==> src/rtl/btn_pkg.sv <==
// Shared types and width helpers for the multi-channel button debouncer.
package btn_pkg;

   typedef enum logic [1:0] {
      IDLE      = 2'd0,
      PRESSED   = 2'd1,
      LONG_HELD = 2'd2
   } btn_state_t;

   localparam int MIN_CNT_W = 1;

   // Bits needed to hold values 0..max_count, never narrower than one bit.
   function automatic int cnt_width(input int max_count);
      int w;
      w = $clog2(max_count + 1);
      return (w < MIN_CNT_W) ? MIN_CNT_W : w;
   endfunction

endpackage

==> src/rtl/btn_debounce_chan.sv <==
// One button channel: synchroniser, no-partial-credit debounce counter and
// press/long-hold FSM producing registered level and strobes.
module btn_debounce_chan
   import btn_pkg::*;
#(
   parameter int SYNC_STAGES     = 2,
   parameter int DEBOUNCE_CYCLES = 500000,
   parameter int LONG_CYCLES     = 100000000,
   parameter int ACTIVE_LOW      = 0
) (
   input  logic Clk,
   input  logic Reset,
   input  logic btn_in,
   output logic btn_level,
   output logic btn_press,
   output logic btn_release,
   output logic btn_long
);

   localparam int DB_W   = cnt_width(DEBOUNCE_CYCLES);
   localparam int HOLD_W = cnt_width(LONG_CYCLES);
   localparam logic [DB_W-1:0]   DB_LAST   = DB_W'(DEBOUNCE_CYCLES - 1);
   localparam logic [HOLD_W-1:0] HOLD_LAST = HOLD_W'(LONG_CYCLES - 1);
   localparam logic              RAW_IDLE  = (ACTIVE_LOW != 0);

   logic [SYNC_STAGES-1:0] sync_q;
   logic                   s;
   logic [DB_W-1:0]        db_cnt_q, db_cnt_d;
   logic                   level_q, level_d;
   logic                   accept;
   btn_state_t             state_q, state_d;
   logic [HOLD_W-1:0]      hold_q, hold_d;
   logic                   press_q, press_d;
   logic                   release_q, release_d;
   logic                   long_q, long_d;

   // Polarity is normalised after the last synchroniser stage: s = 1 means pressed.
   assign s = sync_q[SYNC_STAGES-1] ^ RAW_IDLE;

   always_comb begin
      db_cnt_d = db_cnt_q;
      level_d  = level_q;
      accept   = 1'b0;
      if (s == level_q) begin
         db_cnt_d = '0;
      end else if (db_cnt_q == DB_LAST) begin
         accept   = 1'b1;
         level_d  = s;
         db_cnt_d = '0;
      end else begin
         db_cnt_d = db_cnt_q + DB_W'(1);
      end
   end

   // Strobes are computed from the acceptance so they line up with the level change.
   always_comb begin
      state_d   = state_q;
      hold_d    = hold_q;
      press_d   = 1'b0;
      release_d = 1'b0;
      long_d    = 1'b0;
      case (state_q)
         IDLE: begin
            if (accept && s) begin
               state_d = PRESSED;
               hold_d  = '0;
               press_d = 1'b1;
            end
         end
         PRESSED: begin
            if (accept && !s) begin
               state_d   = IDLE;
               release_d = 1'b1;
            end else if (hold_q == HOLD_LAST) begin
               state_d = LONG_HELD;
               long_d  = 1'b1;
            end else begin
               hold_d = hold_q + HOLD_W'(1);
            end
         end
         LONG_HELD: begin
            if (accept && !s) begin
               state_d   = IDLE;
               release_d = 1'b1;
            end
         end
         default: state_d = IDLE;
      endcase
   end

   always_ff @(posedge Clk) begin
      if (Reset) begin
         sync_q    <= {SYNC_STAGES{RAW_IDLE}};
         db_cnt_q  <= '0;
         level_q   <= 1'b0;
         state_q   <= IDLE;
         hold_q    <= '0;
         press_q   <= 1'b0;
         release_q <= 1'b0;
         long_q    <= 1'b0;
      end else begin
         sync_q    <= {sync_q[SYNC_STAGES-2:0], btn_in};
         db_cnt_q  <= db_cnt_d;
         level_q   <= level_d;
         state_q   <= state_d;
         hold_q    <= hold_d;
         press_q   <= press_d;
         release_q <= release_d;
         long_q    <= long_d;
      end
   end

   assign btn_level   = level_q;
   assign btn_press   = press_q;
   assign btn_release = release_q;
   assign btn_long    = long_q;

endmodule

==> src/rtl/btn_debounce_multi.sv <==
// N independent debounced button channels with press, release and long-press strobes.
module btn_debounce_multi
   import btn_pkg::*;
#(
   parameter int NUM_BTN         = 4,
   parameter int SYNC_STAGES     = 2,
   parameter int DEBOUNCE_CYCLES = 500000,
   parameter int LONG_CYCLES     = 100000000,
   parameter int ACTIVE_LOW      = 0
) (
   input  logic               Clk,
   input  logic               Reset,
   input  logic [NUM_BTN-1:0] btn_in,
   output logic [NUM_BTN-1:0] btn_level,
   output logic [NUM_BTN-1:0] btn_press,
   output logic [NUM_BTN-1:0] btn_release,
   output logic [NUM_BTN-1:0] btn_long
);

   for (genvar g = 0; g < NUM_BTN; g++) begin : g_chan
      btn_debounce_chan #(
         .SYNC_STAGES    (SYNC_STAGES),
         .DEBOUNCE_CYCLES(DEBOUNCE_CYCLES),
         .LONG_CYCLES    (LONG_CYCLES),
         .ACTIVE_LOW     (ACTIVE_LOW)
      ) u_chan (
         .Clk        (Clk),
         .Reset      (Reset),
         .btn_in     (btn_in[g]),
         .btn_level  (btn_level[g]),
         .btn_press  (btn_press[g]),
         .btn_release(btn_release[g]),
         .btn_long   (btn_long[g])
      );
   end

endmodule

==> config.mk <==
export PLATFORM = sky130hd
export DESIGN_NAME = btn_debounce_multi
export DESIGN_NICKNAME = d
export VERILOG_FILES = /design/src/rtl/btn_pkg.sv /design/src/rtl/btn_debounce_chan.sv /design/src/rtl/btn_debounce_multi.sv
export SDC_FILE = /design/constraint.sdc
export NUM_CORES = 1
export LEC_CHECK = 0
export ABC_AREA = 1
export BUFFER_PORTS_ARGS = -buffer_cell sky130_fd_sc_hd__buf_2
export CORE_MARGIN = 3
export CORE_UTILIZATION = 51
export DETAILED_ROUTE_END_ITERATION = 8
export MAX_ROUTING_LAYER = met4
export PLACE_DENSITY = 0.67
export SKIP_LAST_GASP = 1
export SLEW_MARGIN = 20
export SYNTH_ARGS = -nofsm -noshare
export SYNTH_HDL_FRONTEND = slang
export SYNTH_SLANG_ARGS = --single-unit
==> constraint.sdc <==
create_clock -name Clk -period 4 [get_ports Clk]
set_input_delay 0.8 -clock Clk [delete_from_list [all_inputs] [get_ports Clk]]
set_output_delay 0.8 -clock Clk [all_outputs]
set_load 0.005 [all_outputs]
* Word-level counts from Yosys, hierarchy flattened *
Cells that the tools add are included.

storage, ports and cells
  register bits after elaboration = 216
  input port bits = 6
  output and inout bits = 16
  logic and storage cells = 204

operators by class
  $add $sub $neg = 8
  eq/ne operators = 40
  muxes and demuxes = 56
  bitwise operators = 16
  reductions and logical operators = 52

operators by type and width
  kind                                                                      number
  27-bit two-way mux                                                        12
  27-bit case mux with 2 select lines                                       4
  27-bit by 1-bit adder with 27-bit output (second input constant)          4
  27-bit equality test (second input constant)                              4
  19-bit by 1-bit adder with 19-bit output (second input constant)          4
  19-bit equality test (second input constant)                              4
  2-bit two-way mux                                                         16
  2-bit case mux with 3 select lines                                        4
  2-bit OR reduction                                                        12
  3-bit OR reduction                                                        8
  1-bit two-way mux                                                         20
  2-bit by 1-bit inequality test with 1-bit output (second input constant)  8
  2-bit inequality test (second input constant)                             8
  1-bit inverter                                                            16
  4-bit AND reduction                                                       4
  3-bit by 1-bit inequality test with 1-bit output (second input constant)  4
  3-bit AND reduction                                                       4
  2-bit by 1-bit equality test with 1-bit output (second input constant)    4
  2-bit equality test (second input constant)                               4
  1-bit logical AND                                                         8
  2-bit logical NOT                                                         4
  2-bit AND reduction                                                       4
  2-bit nonzero test                                                        4
  1-bit equality test                                                       4
  1-bit logical NOT                                                         4

* Longest topological paths before layout *
Gate-level depths: netlist of run 1.

  depth in word-level cells = 6
  gate-level depth with buffers = 13

* Modules after synthesis *
Synthesis of run 1 repeated with hierarchy kept, for this count alone.

second synthesis, totals
  cell total of the unflattened synthesis = 2,035
  area, all modules = 12,848.6 um^2

by module, submodules not included
  module                                     instances  cells an instance  area an instance (um^2)
  btn_debounce_chan at g_chan[1].u_chan ...  2          510                3,214.3
  btn_debounce_chan at g_chan[0].u_chan      1          516                3,250.6
  btn_debounce_chan at g_chan[3].u_chan      1          499                3,169.3

* Least setup slack after synthesis of run 1 *
OpenSTA, ideal clock, no wires.

  path kind = input port to flip-flop
  start point = input Reset
  end point = register g_chan[0].u_chan.hold_q[19]
  arrival = 1.740 ns
  setup slack = 2.196 ns
  stages on the path = 6
  buffers on the path = 3
  path through = buf_2 -> inv_2 -> clkbuf_1 -> clkbuf_1 -> nand2_1 -> nor2_1

RTL lines
  what                  RTL line                  text
  from (decl)           btn_debounce_multi.sv:12  input logic Reset,
  to (signal assigned)  btn_debounce_chan.sv:106  hold_q <= hold_d;
  to (decl)             btn_debounce_chan.sv:32   logic [HOLD_W-1:0] hold_q, hold_d;

* Worst setup path after layout of run 1 *
  start point = register g_chan[3].u_chan.state_q[1]
  end point = register g_chan[3].u_chan.hold_q[10]

on the way
  longest elaborated chain between the ends = 3

RTL lines
  what                                                                                 RTL line                  text
  from (decl)                                                                          btn_debounce_chan.sv:31   btn_state_t state_q, state_d;
  from (signal assigned)                                                               btn_debounce_chan.sv:105  state_q <= state_d;
  2-bit by 1-bit equality test with 1-bit output or 2-bit logical NOT (tied branches)  btn_debounce_chan.sv:62   case (state_q)
  2-bit inequality test (no source line) (tied with other cells)                       --
  4-bit AND reduction (no source line)                                                 --
  to (signal assigned)                                                                 btn_debounce_chan.sv:106
  to (decl)                                                                            btn_debounce_chan.sv:32

Parallel ways exist; a longest one is shown, timed or not.
A chain may end at the register's enable or synchronous reset.

==> flow_summary_export.csv, run 1 <==
group,metric,value,unit
cts,cts_buffers,25,
cts,clockBufferDepth,3,
final_layout,final_cell_mix,"nand2_1, nor2_1, nand3_1",
pwr,p_seq_frac,0.440,
global_routing,antenna_found_initial,0,
detailed_routing,wire_per_inst,12.4,um
run_status,outcome,"finished clean",
global_routing,grt_overflow,0,
worst_hold_path,whs_path_depth,2,
timing,tightest_slew,859,ps
floorplanning,die_w,165,um
critical_path,worstPathRequired,4440,ps
yosys,ys_ff_latch,216,
pwr,ir_drop,271,uV
cts,cts_sinks,216,
timing,rsz0062_at_grt,"no",
global_routing,gr-max-usage-layer,"met2",
final_layout,drive_above_1_share,0.0736,
critical_path,rr_endpoint,"g_chan[3].u_chan.hold_q[10]$_SDFFE_PP0P_",
global_routing,grtUsageMet3,0.0229,
cts,htreeDepth,1,
final_layout,syn_to_final_growth,6.85,%
worst_hold_path,hp-class,"flip-flop to flip-flop",
place,hpwl,21000,um
critical_path,cp_max_fo,45,
critical_path,crit_path_start_kind,"flip-flop",
timing,setup-tns-final,0,ps
yosys,netlist_area,12900,sq um
detailed_routing,num_vias,12100,
timing,finalCritPeriodShare,0.628,
timing,hold_viol,0,
timing,relSlewSlack,0.425,
timing,period_minus_slack,2510,ps
critical_path,path_class,"flip-flop to flip-flop",
timing,fin_skew,20.6,ps
final_layout,fillerInstances,2479,
global_routing,gr-usage-met2,0.350,
timing,setup_viol,0,
detailed_routing,via_per_inst,5.10,
yosys,syn_area_per_cell,6.32,sq um
critical_path,cpPeakStageDelay,640,ps
yosys,synthTopCellsByArea,"dfxtp_1, nand2_1, nor2_1",
detailed_routing,wl,29200,um
cts,clk_latency,520,ps
cts,cts_setup_buffers,0,
yosys,post_synth_num_cell_types,43,
floorplanning,rows,57,
final_layout,final_common_cell,"nand2_1",
pwr,switching_share,0.286,
detailed_routing,ant_nets,0,
timing,fmax,0.398,GHz
yosys,yosys_warnings,0,
cts,cts_tree,"yes",
yosys,netlist_instances,2047,
global_routing,grt_pass1_wl,50300,um
place,io_buffers,21,
flow_run,maxCapViolations,0,
floorplanning,core,24600,sq um
place,gp_congestion,0.975,
pwr,comb_power_share,0.148,
detailed_routing,drt_iter0_drc,824,
floorplanning,num_io_pins,22,
detailed_routing,drc,0,
yosys,synth_top_area_share,0.334,
critical_path,worstPathArrival,2960,ps
critical_path,path_cells,"inv_1, ha_1, inv_1, nand2_1, nand2_4, nand2_2, nand2_1, a21oi_1",
pwr,p_leak,4.82,nW
cts,clockRootBuffer,"clkbuf_16",
floorplanning,initial_core_util,0.526,
yosys,syn_nets,2073,
pwr,p_clk_frac,0.412,
worst_hold_path,hold_path.startpoint,"g_chan[1].u_chan.sync_q[0]$_SDFF_PP0_",
global_routing,grtUsageTotal,0.220,
pwr,p_switching,0.00151,W
critical_path,critical_path.slowest_cell,"ha_1",
cts,path_clk_slew,60,ps
cts,post_cts_resized,0,
cts,cts_hold_buf,0,
timing,drv_slew,0,
floorplanning,fp.dieH,165,um
critical_path,regToRegSetupSlack,1490,ps
global_routing,grtUsageMet1,0.306,
final_layout,antenna_cells,0,
pwr,power_density,382,nW/um^2
yosys,yosysTopAreaCell,"dfxtp_1",
worst_hold_path,hold_end,"g_chan[1].u_chan.sync_q[1]$_SDFF_PP0_",
critical_path,reg2reg_depth,8,
floorplanning,dieArea,27300,sq um
yosys,synth.yosys.seq_area_share,0.334,
pwr,intPower,0.00377,W
global_routing,grt_max_degree,64,
global_routing,grt_pass1_vias,10900,
final_layout,finalNetCount,2048,
critical_path,timing.rr.start,"g_chan[3].u_chan.state_q[1]$_SDFFE_PP0P_",
critical_path,critPathCaptureType,"flip-flop",
detailed_routing,dr.pass1.iters,6,
timing,hold_slack,402,ps
layer usage:
metal,share of wire,vias to the layer above
li1,-,6438
met5,0,-
met3,0.041,43
met1,0.50,5366
met4,0.017,0
met2,0.44,205
cell type report:
| type | instances | area [sq um] | area share |
|---|---|---|---|
| clock buffers | 34 | 709 | 0.0513 |
| clock inverters | 9 | 77.6 | 0.00561 |
| inverters | 204 | 769 | 0.0557 |
| multi-input cells | 1548 | 7350 | 0.532 |
| flip-flops and latches | 216 | 4320 | 0.313 |
| well taps | 324 | 405 | 0.0293 |
| repair buffers | 27 | 175 | 0.0127 |
critical path, delay by kind of cell, from the launching register on:
kind	cells	cell delay, ps
flops	1	320
compound gates	1	120
fa+ha+maj	1	640
simple gates	4	840
buf+inv	2	490
registers in the layout, summed over array words and instances, names as in the netlist:
signal                     count
g_chan.u_chan.hold_q         108
g_chan.u_chan.btn_long         4
g_chan.u_chan.btn_level        4
g_chan.u_chan.state_q          8
g_chan.u_chan.btn_release      4
g_chan.u_chan.db_cnt_q        76
g_chan.u_chan.sync_q           8
g_chan.u_chan.btn_press        4
metrics by stage:
step                utilization  area [sq um]  instances  worst slack [ps]  total power [W]
finish                    0.562         13800       2362              1490          0.00528
global route              0.562         13800       2362              1210          0.00554
CTS                       0.562         13800       2362              1520          0.00534
detailed placement        0.530         13000       2319              1520          0.00315
global placement          0.530         13000       2319              1630          0.00314
floorplan                     -         12900       2047              2200          0.00310
cell families (layout without fill, tap and decap cells):
kind of cell	Yosys count	count (layout)	share of synthesized area
XOR/XNOR	60	60	0.0406
buffers and inverters	283	274	0.0973
flip-flops	216	216	0.334
AND/OR/NAND/NOR	1296	1296	0.434
AO/OA/AOI/OAI	172	172	0.0738
adder cells (fa/ha/maj)	20	20	0.0194
power groups by stage:
stage          sequential (W)  clock [W]  combinational, W
2_1_floorplan         0.00234          0          0.000762
3_3_place_gp          0.00237          0          0.000773
5_1_grt               0.00233    0.00231          0.000890
6_report              0.00232    0.00217          0.000784
3_5_place_dp          0.00236          0          0.000783
4_1_cts               0.00232    0.00223          0.000785
worst max-delay path by stage:
stage	cells after the start	from	end
2_1_floorplan	6	Reset	g_chan[0].u_chan.hold_q[19]$_SDFFE_PP0P_
3_3_place_gp	8	g_chan[1].u_chan.state_q[1]$_SDFFE_PP0P_	g_chan[1].u_chan.hold_q[20]$_SDFFE_PP0P_
3_5_place_dp	8	g_chan[1].u_chan.state_q[1]$_SDFFE_PP0P_	g_chan[1].u_chan.hold_q[10]$_SDFFE_PP0P_
4_1_cts	8	g_chan[3].u_chan.state_q[1]$_SDFFE_PP0P_	g_chan[3].u_chan.hold_q[10]$_SDFFE_PP0P_
5_1_grt	8	g_chan[0].u_chan.state_q[1]$_SDFFE_PP0P_	g_chan[0].u_chan.hold_q[10]$_SDFFE_PP0P_
6_report	8	g_chan[3].u_chan.state_q[1]$_SDFFE_PP0P_	g_chan[3].u_chan.hold_q[10]$_SDFFE_PP0P_
cell usage after synthesis (all sizes together):
cell / instances
clkinv: 1
nor2: 423
clkbuf: 24
dlygate4sd1: 1
ha: 20
o21ai: 27
inv: 203
nand3: 241
o211ai: 4
a21o: 2
buf: 54
dfxtp: 216
nand4: 19
a211oi: 1
and3: 4
o21bai: 3
a21oi: 130
nor4: 4
o21a: 2
xnor2: 28
nand2: 530
or2: 12
nor3: 51
nor3b: 12
a31oi: 3
xor2: 32
Note: power is estimated with default switching activity, not from simulation.
==> run 2: changes to the inputs <==
==> constraint.sdc (replaced) <==
create_clock -name Clk -period 2.51 [get_ports Clk]
set_input_delay 0.502 -clock Clk [delete_from_list [all_inputs] [get_ports Clk]]
set_output_delay 0.502 -clock Clk [all_outputs]
set_load 0.005 [all_outputs]
==> run 2 against run 1 <==
Net effect: sequential cell count unchanged; clock power is 68% higher; critical path depth is 3 higher; global-route usage grew 0.73 points; cell count grew 1.2%; wire length grew 2.4%; sequential share of layout area shrank 0.52 points; via count rose by 1.4%; combinational power grew 71%; largest cell class unchanged; register-to-register slack got worse by 1200 ps.
==> flow_summary_export.csv, run 2 (synthesized netlist as in run 1, its figures left out) <==
group,metric,value,unit
timing,fin_skew,15.4,ps
global_routing,grt_pass1_wl,51700,um
final_layout,fillerInstances,2488,
worst_hold_path,hp-class,"primary input to flip-flop",
global_routing,grtUsageTotal,0.228,
floorplanning,initial_core_util,0.526,
place,io_buffers,21,
run_status,outcome,"finished clean",
final_layout,largest_reg_flops,108,
cts,clockBufferDepth,3,
global_routing,gr-usage-met2,0.380,
final_layout,drive_above_1_share,0.0856,
critical_path,cpPeakStageDelay,420,ps
final_layout,multi_input_area,7360,sq um
place,gp_congestion,0.953,
detailed_routing,num_vias,12200,
global_routing,grt_pass1_vias,11400,
cts,cts_buffers,25,
pwr,p_leak,4.97,nW
floorplanning,die_w,165,um
timing,setup-tns-final,0,ps
cts,htreeDepth,1,
detailed_routing,wire_per_inst,12.5,um
cts,cts_tree,"yes",
timing,tightest_slew,460,ps
cts,cts_sinks,216,
timing,rsz0062_at_grt,"no",
critical_path,critical_path.slowest_cell,"dfxtp_1",
critical_path,crit_path_start_kind,"flip-flop",
global_routing,grt_overflow,0,
floorplanning,fp.dieH,165,um
cts,clk_latency,520,ps
timing,period_minus_slack,2180,ps
timing,finalCritPeriodShare,0.869,
critical_path,worstPathArrival,2620,ps
pwr,ir_drop,606,uV
cts,path_clk_slew,60,ps
place,hpwl,21800,um
critical_path,cp_max_fo,44,
critical_path,worstPathRequired,2950,ps
detailed_routing,wl,29900,um
detailed_routing,drt_iter0_drc,727,
timing,setup_viol,0,
timing,relSlewSlack,0.691,
critical_path,path_cells,"ha_1, nand2_1, nor2_4, nand2_1, nor3_1, nand2_1, nand3_2, nand2_4, nand2_4, nand2_1, a21oi_1",
global_routing,antenna_found_initial,0,
pwr,p_total,0.00867,W
final_layout,top_regs,"g_chan.u_chan.hold_q (108), g_chan.u_chan.db_cnt_q (76)",
global_routing,gr-max-usage-layer,"met2",
critical_path,path_class,"flip-flop to flip-flop",
global_routing,grtUsageMet3,0.0274,
cts,clockRootBuffer,"clkbuf_16",
final_layout,final_common_cell,"nand2_1",
floorplanning,num_io_pins,22,
final_layout,finalNetCount,2075,
detailed_routing,drc,0,
timing,fmax,0.459,GHz
floorplanning,core,24600,sq um
timing,drv_slew,0,
detailed_routing,ant_nets,0,
final_layout,syn_to_final_growth,8.66,%
final_layout,final_core_util,0.571,
pwr,power_density,617,nW/um^2
floorplanning,rows,57,
detailed_routing,via_per_inst,5.11,
global_routing,grtUsageMet1,0.299,
cts,cts_hold_buf,0,
floorplanning,dieArea,27300,sq um
final_layout,antenna_cells,0,
final_layout,final_cell_mix,"nand2_1, nor2_1, nand3_1",
timing,hold_viol,0,
critical_path,cp_common_cell,"nand2_1",
detailed_routing,dr.pass1.iters,5,
final_layout,register_area,4320,sq um
global_routing,grt_max_degree,64,
flow_run,maxCapViolations,0,
final_layout,top_register,"g_chan.u_chan.hold_q",
critical_path,critPathCaptureType,"flip-flop",
## run 2: cell count changes in the layout (fill, tap and decap cells not counted), sizes merged
| cell | change |
|---|---|
| bufinv | +1 |
| clkinvlp | -1 |
| clkinv | -1 |
| buf | +27 |
| clkbuf | +3 |
## run 2: cell type report
cell class	count	share of cell area
Clock buffer	37	0.0520
Tap cell	324	0.0289
Clock inverter	8	0.00677
Timing Repair Buffer	54	0.0260
Multi-Input combinational cell	1548	0.524
Sequential cell	216	0.308
Inverter	204	0.0548
## run 2: final timing paths
kind	slack, ps	from	to	depth (start not counted)
setup / recovery	330	g_chan[0].u_chan.hold_q[0]$_SDFFE_PP0P_	g_chan[0].u_chan.hold_q[1]$_SDFFE_PP0P_	11
hold / removal	180	btn_in[2]	g_chan[2].u_chan.sync_q[0]$_SDFF_PP0_	3
setup reg to reg	330	g_chan[0].u_chan.hold_q[0]$_SDFFE_PP0P_	g_chan[0].u_chan.hold_q[1]$_SDFFE_PP0P_	11
hold reg to reg	400	g_chan[1].u_chan.sync_q[0]$_SDFF_PP0_	g_chan[1].u_chan.sync_q[1]$_SDFF_PP0_	2
## run 2: layer usage
metal  up-vias  wire (um)
li1       6494          -
met1      5504      14500
met2       193      13800
met3        35       1180
met4         0        479
met5         -          0
## run 2: where the power goes
part,switching [W],internal (W)
Combinational,0.000912,0.000424
Clock,0.00144,0.00221
Sequential,0.000131,0.00356
Total,0.00248,0.00619
## run 2: stage by stage
| stage | worst slack (ps) | instances | hold WS, ps | instance area [sq um] |
|---|---|---|---|---|
| floorplan | 725 | 2047 | 388 | 12900 |
| global placement | 390 | 2346 | 390 | 13200 |
| detailed placement | 315 | 2346 | 394 | 13200 |
| CTS | 291 | 2391 | 169 | 14000 |
| global route | 59.3 | 2391 | 189 | 14000 |
| finish | 329 | 2391 | 183 | 14000 |
## run 2: repair_timing
item | CTS | global route
setup endpoints to repair | 0 | 3
gates resized for setup | 0 | 1
buffers inserted | 0 | 0
## run 2: worst max-delay path, delay by kind of cell (launching register included)
family	cells	cell delay [ps]
fa+ha+maj	1	300
simple gates	9	1260
flops	1	420
compound gates	1	130
